`config.mk`:
```
export PLATFORM = sky130hd
export DESIGN_NAME = twiddle_mult
export DESIGN_NICKNAME = d
export VERILOG_FILES = /design/src/rtl/fft_pkg.sv /design/src/rtl/twiddle_mult_round_sat.sv /design/src/rtl/twiddle_mult.sv
export SDC_FILE = /design/constraint.sdc
export NUM_CORES = 2
export LEC_CHECK = 0
export ABC_AREA = 1
export BUFFER_PORTS_ARGS = -buffer_cell sky130_fd_sc_hd__buf_2
export CORE_AREA = 2 2 302 364
export CTS_CLUSTER_DIAMETER = 60
export DETAILED_ROUTE_END_ITERATION = 8
export DIE_AREA = 0 0 304 366
export GPL_TIMING_DRIVEN = 0
export PLACE_DENSITY = 0.67
export SLEW_MARGIN = 20
export SYNTH_ARGS = -nofsm -noshare
export SYNTH_HDL_FRONTEND = slang
export SYNTH_HIERARCHICAL = 1
export SYNTH_SLANG_ARGS = --single-unit
```
`constraint.sdc`:
```
create_clock -name clk -period 10.7 [get_ports clk]
set_input_delay 1.605 -clock clk [delete_from_list [all_inputs] [get_ports clk]]
set_output_delay 1.605 -clock clk [all_outputs]
set_load 0.05 [all_outputs]
```
`src/rtl/fft_pkg.sv`:
```
// Shared FFT datapath widths and sample/twiddle types.
// Twiddles are Q(TW_W-TW_FRAC).TW_FRAC; ONE is the code for +1.0.
package fft_pkg;
    localparam int DATA_W  = 16;
    localparam int TW_W    = 12;
    localparam int TW_FRAC = 8;
    localparam int ONE     = 1 << TW_FRAC;

    typedef logic signed [DATA_W-1:0] sample_t;
    typedef logic signed [TW_W-1:0]   twiddle_t;

    typedef struct packed {
        sample_t re;
        sample_t im;
    } complex_t;
endpackage

```
`src/rtl/twiddle_mult_round_sat.sv`:
```
// Round-half-up arithmetic right shift followed by two's-complement saturation.
// Latency: combinational.
// Backpressure: none, pure function of i_dat.
module round_sat #(
    parameter int IN_W  = 29,
    parameter int SHIFT = 8,
    parameter int OUT_W = 16
) (
    input  logic signed [IN_W-1:0]  i_dat,
    output logic signed [OUT_W-1:0] o_dat
);
    localparam logic signed [IN_W:0] HALF = (IN_W+1)'(1) << (SHIFT-1);

    logic signed [IN_W:0]       w_sum;
    logic signed [IN_W:0]       w_shr;
    logic [IN_W-OUT_W+1:0]      w_top;

    // One guard bit so adding HALF to the most positive input cannot wrap.
    assign w_sum = {i_dat[IN_W-1], i_dat} + HALF;
    assign w_shr = w_sum >>> SHIFT;
    assign w_top = w_shr[IN_W:OUT_W-1];

    always_comb begin
        o_dat = w_shr[OUT_W-1:0];
        if (!(&w_top) && (|w_top)) begin
            o_dat = w_top[IN_W-OUT_W+1] ? {1'b1, {(OUT_W-1){1'b0}}}
                                        : {1'b0, {(OUT_W-1){1'b1}}};
        end
    end
endmodule

```
`src/rtl/twiddle_mult.sv`:
```
// Streaming complex multiply y = x * W with rounding and saturation.
// Latency: 3 register stages (input, products, round/sat), 1 beat/cycle.
// Backpressure: whole pipe freezes while out_valid & !out_ready; in_ready = !out_valid | out_ready.
module twiddle_mult #(
    parameter int DATA_W  = fft_pkg::DATA_W,
    parameter int TW_W    = fft_pkg::TW_W,
    parameter int TW_FRAC = fft_pkg::TW_FRAC
) (
    input  logic                     clk,
    input  logic                     rst_n,
    input  logic                     in_valid,
    output logic                     in_ready,
    input  logic signed [DATA_W-1:0] in_re,
    input  logic signed [DATA_W-1:0] in_im,
    input  logic                     in_last,
    input  logic signed [TW_W-1:0]   tw_cos,
    input  logic signed [TW_W-1:0]   tw_sin,
    output logic                     out_valid,
    input  logic                     out_ready,
    output logic signed [DATA_W-1:0] out_re,
    output logic signed [DATA_W-1:0] out_im,
    output logic                     out_last
);
    localparam int PW = DATA_W + TW_W;

    logic                     w_en;
    logic signed [PW:0]       w_p_re;
    logic signed [PW:0]       w_p_im;
    logic signed [DATA_W-1:0] w_r_re;
    logic signed [DATA_W-1:0] w_r_im;

    logic                     r_s1_vld;
    logic                     r_s1_last;
    logic signed [DATA_W-1:0] r_s1_a;
    logic signed [DATA_W-1:0] r_s1_b;
    logic signed [TW_W-1:0]   r_s1_c;
    logic signed [TW_W-1:0]   r_s1_s;

    logic                     r_s2_vld;
    logic                     r_s2_last;
    logic signed [PW-1:0]     r_s2_ac;
    logic signed [PW-1:0]     r_s2_bs;
    logic signed [PW-1:0]     r_s2_as;
    logic signed [PW-1:0]     r_s2_bc;

    logic                     r_out_vld;
    logic                     r_out_last;
    logic signed [DATA_W-1:0] r_out_re;
    logic signed [DATA_W-1:0] r_out_im;

    assign w_en     = !r_out_vld || out_ready;
    assign in_ready = w_en;

    assign w_p_re = (PW+1)'(r_s2_ac) - (PW+1)'(r_s2_bs);
    assign w_p_im = (PW+1)'(r_s2_as) + (PW+1)'(r_s2_bc);

    round_sat #(.IN_W(PW+1), .SHIFT(TW_FRAC), .OUT_W(DATA_W)) u_rs_re (
        .i_dat (w_p_re),
        .o_dat (w_r_re)
    );

    round_sat #(.IN_W(PW+1), .SHIFT(TW_FRAC), .OUT_W(DATA_W)) u_rs_im (
        .i_dat (w_p_im),
        .o_dat (w_r_im)
    );

    always_ff @(posedge clk) begin
        if (!rst_n) begin
            r_s1_vld   <= 1'b0;
            r_s1_last  <= 1'b0;
            r_s1_a     <= '0;
            r_s1_b     <= '0;
            r_s1_c     <= '0;
            r_s1_s     <= '0;
            r_s2_vld   <= 1'b0;
            r_s2_last  <= 1'b0;
            r_s2_ac    <= '0;
            r_s2_bs    <= '0;
            r_s2_as    <= '0;
            r_s2_bc    <= '0;
            r_out_vld  <= 1'b0;
            r_out_last <= 1'b0;
            r_out_re   <= '0;
            r_out_im   <= '0;
        end else if (w_en) begin
            r_s1_vld   <= in_valid;
            r_s1_last  <= in_last;
            r_s1_a     <= in_re;
            r_s1_b     <= in_im;
            r_s1_c     <= tw_cos;
            r_s1_s     <= tw_sin;

            r_s2_vld   <= r_s1_vld;
            r_s2_last  <= r_s1_last;
            r_s2_ac    <= PW'(r_s1_a) * PW'(r_s1_c);
            r_s2_bs    <= PW'(r_s1_b) * PW'(r_s1_s);
            r_s2_as    <= PW'(r_s1_a) * PW'(r_s1_s);
            r_s2_bc    <= PW'(r_s1_b) * PW'(r_s1_c);

            r_out_vld  <= r_s2_vld;
            r_out_last <= r_s2_last;
            r_out_re   <= w_r_re;
            r_out_im   <= w_r_im;
        end
    end

    assign out_valid = r_out_vld;
    assign out_last  = r_out_last;
    assign out_re    = r_out_re;
    assign out_im    = r_out_im;
endmodule
```
### Yosys cells after proc, flatten, opt, wreduce, memory -nomap -nowiden

Index checks and enable logic that the tools add are counted.
Widths: inputs -> output; s select.

| storage, ports and cells | value |
|---|---|
| flip-flop bits (word level) | 206 |
| input port bits | 61 |
| output and inout bits | 35 |

| operators by class | value |
|---|---|
| add/sub/neg operators | 4 |
| multipliers | 4 |
| multiplexer cells | 4 |
| reductions and logical operators | 10 |

Operators by type and width:

| kind | count |
|---|---|
| $mul 16x12->28 | 4 |
| $mux 16 | 4 |
| $add 29x9->30 const B | 2 |
| $add 28x28->29 | 1 |
| $sub 28x28->29 | 1 |
| $reduce_and 7->1 | 2 |
| $reduce_or 7->1 | 2 |
| $logic_not 1->1 | 3 |
| $logic_and 1x1->1 | 2 |
| $logic_or 1x1->1 | 1 |

### Depth between registers and ports, before layout

| logic depth | value |
|---|---|
| depth in word-level cells | 6 |
| depth in mapped cells | 28 |
| depth with buffers taken out | 27 |

### By module

The synthesis kept the hierarchy.

Modules (own cells, without submodules):

| module | instances | cells each | area each (µm²) | sequential area each (µm²) |
|---|---|---|---|---|
| twiddle_mult | 1 | 5731 | 41100.7 | 4124.0 |
| round_sat | 2 | 152 | 810.8 | 0.0 |

### Worst setup path after synthesis

OpenSTA, ideal clock, no wires.

| path | value |
|---|---|
| path type | flip-flop to flip-flop |
| from | register r_s1_a[15] |
| to | register r_s2_as[27] |
| setup time | 0.109 ns |
| arrival | 4.788 ns |
| required time | 10.591 ns |
| path slack | 5.803 ns |
| cell stages (with the launch flop) | 26 |
| clock period less this slack | 4.897 ns |
| cell sequence | dfxtp_1 clkbuf_1 clkbuf_1 nand2_1 fa_1 inv_1 ha_1 inv_1 fa_1 inv_1 fa_1 inv_1 fa_1 inv_1 ha_1 nand2_1 nor2_1 nand2_1 nor2_1 nand2_1 nand3_1 inv_1 nand2_1 nand3_1 nand2_1 inv_1 |

| between the ends | value |
|---|---|
| longest elaborated chain between the ends | 1 |

Ends and longest elaborated chain:

| element | RTL line | RTL |
|---|---|---|
| start, declared | twiddle_mult.sv:34 | `logic signed [DATA_W-1:0] r_s1_a;` |
| start signal, assigned | twiddle_mult.sv:88 | `r_s1_a <= in_re;` |
| $mul 16x12->28 | twiddle_mult.sv:97 | `r_s2_as <= PW'(r_s1_a) * PW'(r_s1_s);` |
| end signal, assigned | twiddle_mult.sv:97 |  |
| end, declared | twiddle_mult.sv:43 | `logic signed [PW-1:0] r_s2_as;` |

No other way between the ends.
A chain may end at the register's enable or synchronous reset.

### Worst setup path after layout

| path | value |
|---|---|
| from | register r_s1_a[15] |
| to | register r_s2_ac[24] |

| between the ends | value |
|---|---|
| longest elaborated chain between the ends | 1 |

Ends and longest elaborated chain:

| element | RTL line | RTL |
|---|---|---|
| $mul 16x12->28 | twiddle_mult.sv:95 | `r_s2_ac <= PW'(r_s1_a) * PW'(r_s1_c);` |
| end signal, assigned | twiddle_mult.sv:95 |  |
| end, declared | twiddle_mult.sv:41 | `logic signed [PW-1:0] r_s2_ac;` |

No other way between the ends.

==> summary.md <==
| Metric | Value |
|---|---|
| Die ar. | `0.111 mm^2` |
| Tightest Hold Check Type | `flop to flop` |
| Largest net degree at the start of global routing | `17` |
| Combinational share of power | `roughly three quarters` |
| Crit-path leading delay family | `adder cells` |
| Total clock sinks | `206` |
| Vias | `38.6k` |
| Core box area | `roughly 0.11 mm^2` |
| CTS Buf Count | `30` |
| Resized cells post-CTS | `0` |
| Status | `finished, final reports clean` |
| Sw power | `5430 uW` |
| Final hold violation count | `0` |
| Share of cells above drive strength 1 | `4.65%` |
| Syn Inst Count | `6022` |
| Remaining global-route overflow | `0` |
| Post-layout util | `42.7%` |
| Root buffer cell | `clkbuf_16` |
| Rel. slew slack | `17.2%` |
| Cell Count, Final, Fillers Out | `7580` |
| Highest layer used for signal routing | `met5` |
| WP data arrival | `7590 ps` |
| Initial antenna violation count | `10` |
| DRT iter0 DRCs | `3027` |
| Reg power frac | `roughly an eighth` |
| Syn nets | `7091` |
| RSZ-0062 raised after global routing | `no` |
| FMAX | `141 MHz` |
| Placer Congestion | `roughly 1.0` |
| Max IR drop VDD | `154 uV` |
| Clock power share | `11.4%` |
| Setup Viol. Count Final | `0` |
| Die X | `304 um` |
| Total global-route track usage | `about 29%` |
| Fill count | `11.3k` |
| Port Buffers | `between 90 and 100` |
| Post-route ant nets | `0` |
| FP Rows | `roughly 130` |
| Max incr delay on CP | `730 ps` |
| Area growth syn-to-layout | `7.71%` |
| First-pass GRT wire length | `241000 um` |
| DRT met1 WL | `59800 um` |
| Post-CTS Setup Bufs | `0` |
| Sw Share | `between 50 and 60%` |
| Worst-margin pin slew | `1240 ps` |
| Cell mode on critical path | `inv_1` |
| Starting Density | `~40%` |
| Max-slew violations | `0` |
| Die span in y | `about 370 um` |
| Number of global-route vias before repair | `40.3k` |
| Pre-antenna DRT Iters | `6` |
| Avg Cell Area, Syn | `7.08 um^2` |
| Clk Latency, worst-skew pair | `670 ps` |
| HPWL after DPL | `between 100000 and 150000 um` |
| Placed insts | `between 7k and 8k` |
| Final cycle utilization of the critical path | `66.1%` |
| Met2 WL post-DR | `~74000 um` |
| Critical-path cell list | `clkbuf_1, clkbuf_1, nand2_1, fa_1, inv_1, ha_1, inv_1, fa_1, inv_1, fa_1, inv_1, fa_1, inv_1, ha_1, nand2_1, nor2_1, and2_1, nand4_1, nand4_1, nand3_1, nand2_1, inv_1` |
| Nets@finish | `just over 7k` |
| Setup TNS | `0 ps` |
| Buf/Inv on CP | `8` |
| Pwr per Cell Area | `199 mW/mm^2` |
| Endpoint class of the critical path | `flop` |
| Pleak | `0.0264 uW` |
| Met3 Wirelength | `11600 um` |
| Worst EP required | `11220 ps` |
| Worst Path Max Fanout | `10` |
| Crit start category | `flop` |
| H-tree depth | `1` |
| Vias/cell | `5.10` |
| Int Power | `between 3000 and 4000 uW` |
| # Max-Cap Violations | `0` |
| Cts hold-fix bufs | `0` |
| CTS tree | `done` |
| Power Total | `9140 uW` |
| WL per Instance | `around 21 um` |
| Skew final | `roughly 53 ps` |
| Slowest cell on crit path | `clkbuf_1` |
| Synth Cell Area | `0.0426 mm^2` |
| CTS Buffer Depth | `3` |
| CP Class | `flop to flop` |
| Yosys warning count | `6` |
| Drt drc | `0` |
| Drt total wl | `roughly 160000 um` |
| Clock period minus worst slack | `7070 ps` |
| Clock slew at reported path FFs | `approximately 60 ps` |
| I/O pins | `96` |
power groups by stage:
stage               registers [uW]  logic, uW  clock network, uW
global placement              1130       6830                  0
CTS                           1120       6920               1060
floorplan                     1260       4470                  0
finish                        1120       6980               1050
global route                  1140       7720               1080
detailed placement            1130       6880                  0
final cells by class:
class	count	area, um^2	share of cell area (%)
diodes	2	5.00	0.0109
plain buffers	257	1030	2.24
clock buffers	34	796	1.73
clock inverters	21	250	0.545
inverters	1541	5780	12.6
multi-input cells	4018	31700	69.0
flip-flops and latches	206	4120	8.98
well taps	1407	1760	3.83
repair buffers	94	470	1.02
worst reg2reg max path, stage by stage, from the launching register on:
cell	delay (ps)
dfxtp_1	310
clkbuf_1	730
clkbuf_1	690
nand2_1	330
fa_1	610
inv_1	60
ha_1	490
inv_1	190
fa_1	510
inv_1	50
fa_1	520
inv_1	50
fa_1	480
inv_1	80
ha_1	470
nand2_1	150
nor2_1	240
and2_1	190
nand4_1	100
nand4_1	120
nand3_1	390
nand2_1	180
inv_1	50
placed cells by master (no fill, tap or decap), types with 7 or more instances in the layout:
cell type	count
o21bai_1	46
nor3_1	24
nand2_2	28
nor2_1	456
clkbuf_1	228
clkbuf_16	30
a21oi_1	153
fa_1	714
o21ai_0	255
inv_1	1536
nand3b_1	10
buf_1	11
nor2_4	9
nor2_2	29
xnor2_1	25
nand2_4	7
nand2_1	1523
a21o_1	19
xor2_1	79
dfxtp_1	206
nand3_2	9
buf_2	107
nand3_1	203
ha_1	294
o21ai_1	9
nand4_1	59
a21oi_2	8
registers in the layout, indices dropped and copies added (netlist names):
name,cells
r_s2_ac,28
r_s2_as,28
r_s2_bc,28
r_s2_bs,28
out_im,16
out_re,16
r_s1_a,16
r_s1_b,16
r_s1_c,12
r_s1_s,12
out_last,1
out_valid,1
r_s1_last,1
r_s1_vld,1
r_s2_last,1
r_s2_vld,1
through the flow:
| step | setup slack [ps] | hold WS [ps] | instance area (um^2) |
|---|---|---|---|
| after global routing | 3320 | 499 | 45900 |
| after CTS | 3870 | 467 | 45900 |
| final | 3630 | 466 | 45900 |
| after floorplan | 5800 | 430 | 42600 |
| after global placement | 3880 | 450 | 44900 |
| after detailed placement | 3870 | 456 | 44900 |
layer usage:
| layer | vias up | GRT usage [%] |
|---|---|---|
| li1 | 17900 | - |
| met1 | 18800 | 33.5 |
| met2 | 1484 | 48.7 |
| met3 | 454 | 4.66 |
| met4 | 8 | 18.6 |
| met5 | - | 0 |
worst paths after layout:
| kind | slack (ps) | from | endpoint | cells after the start |
|---|---|---|---|---|
| worst max-delay path | 3630 | r_s1_a[15] | r_s2_ac[24] | 22 |
| worst min-delay path | 470 | r_s2_bs[4] | r_s2_bs[4] | 2 |
| worst max register to register | 3630 | r_s1_a[15] | r_s2_ac[24] | 22 |
| worst min register to register | 470 | r_s2_bs[4] | r_s2_bs[4] | 2 |
(Power assumes the default switching activity.)
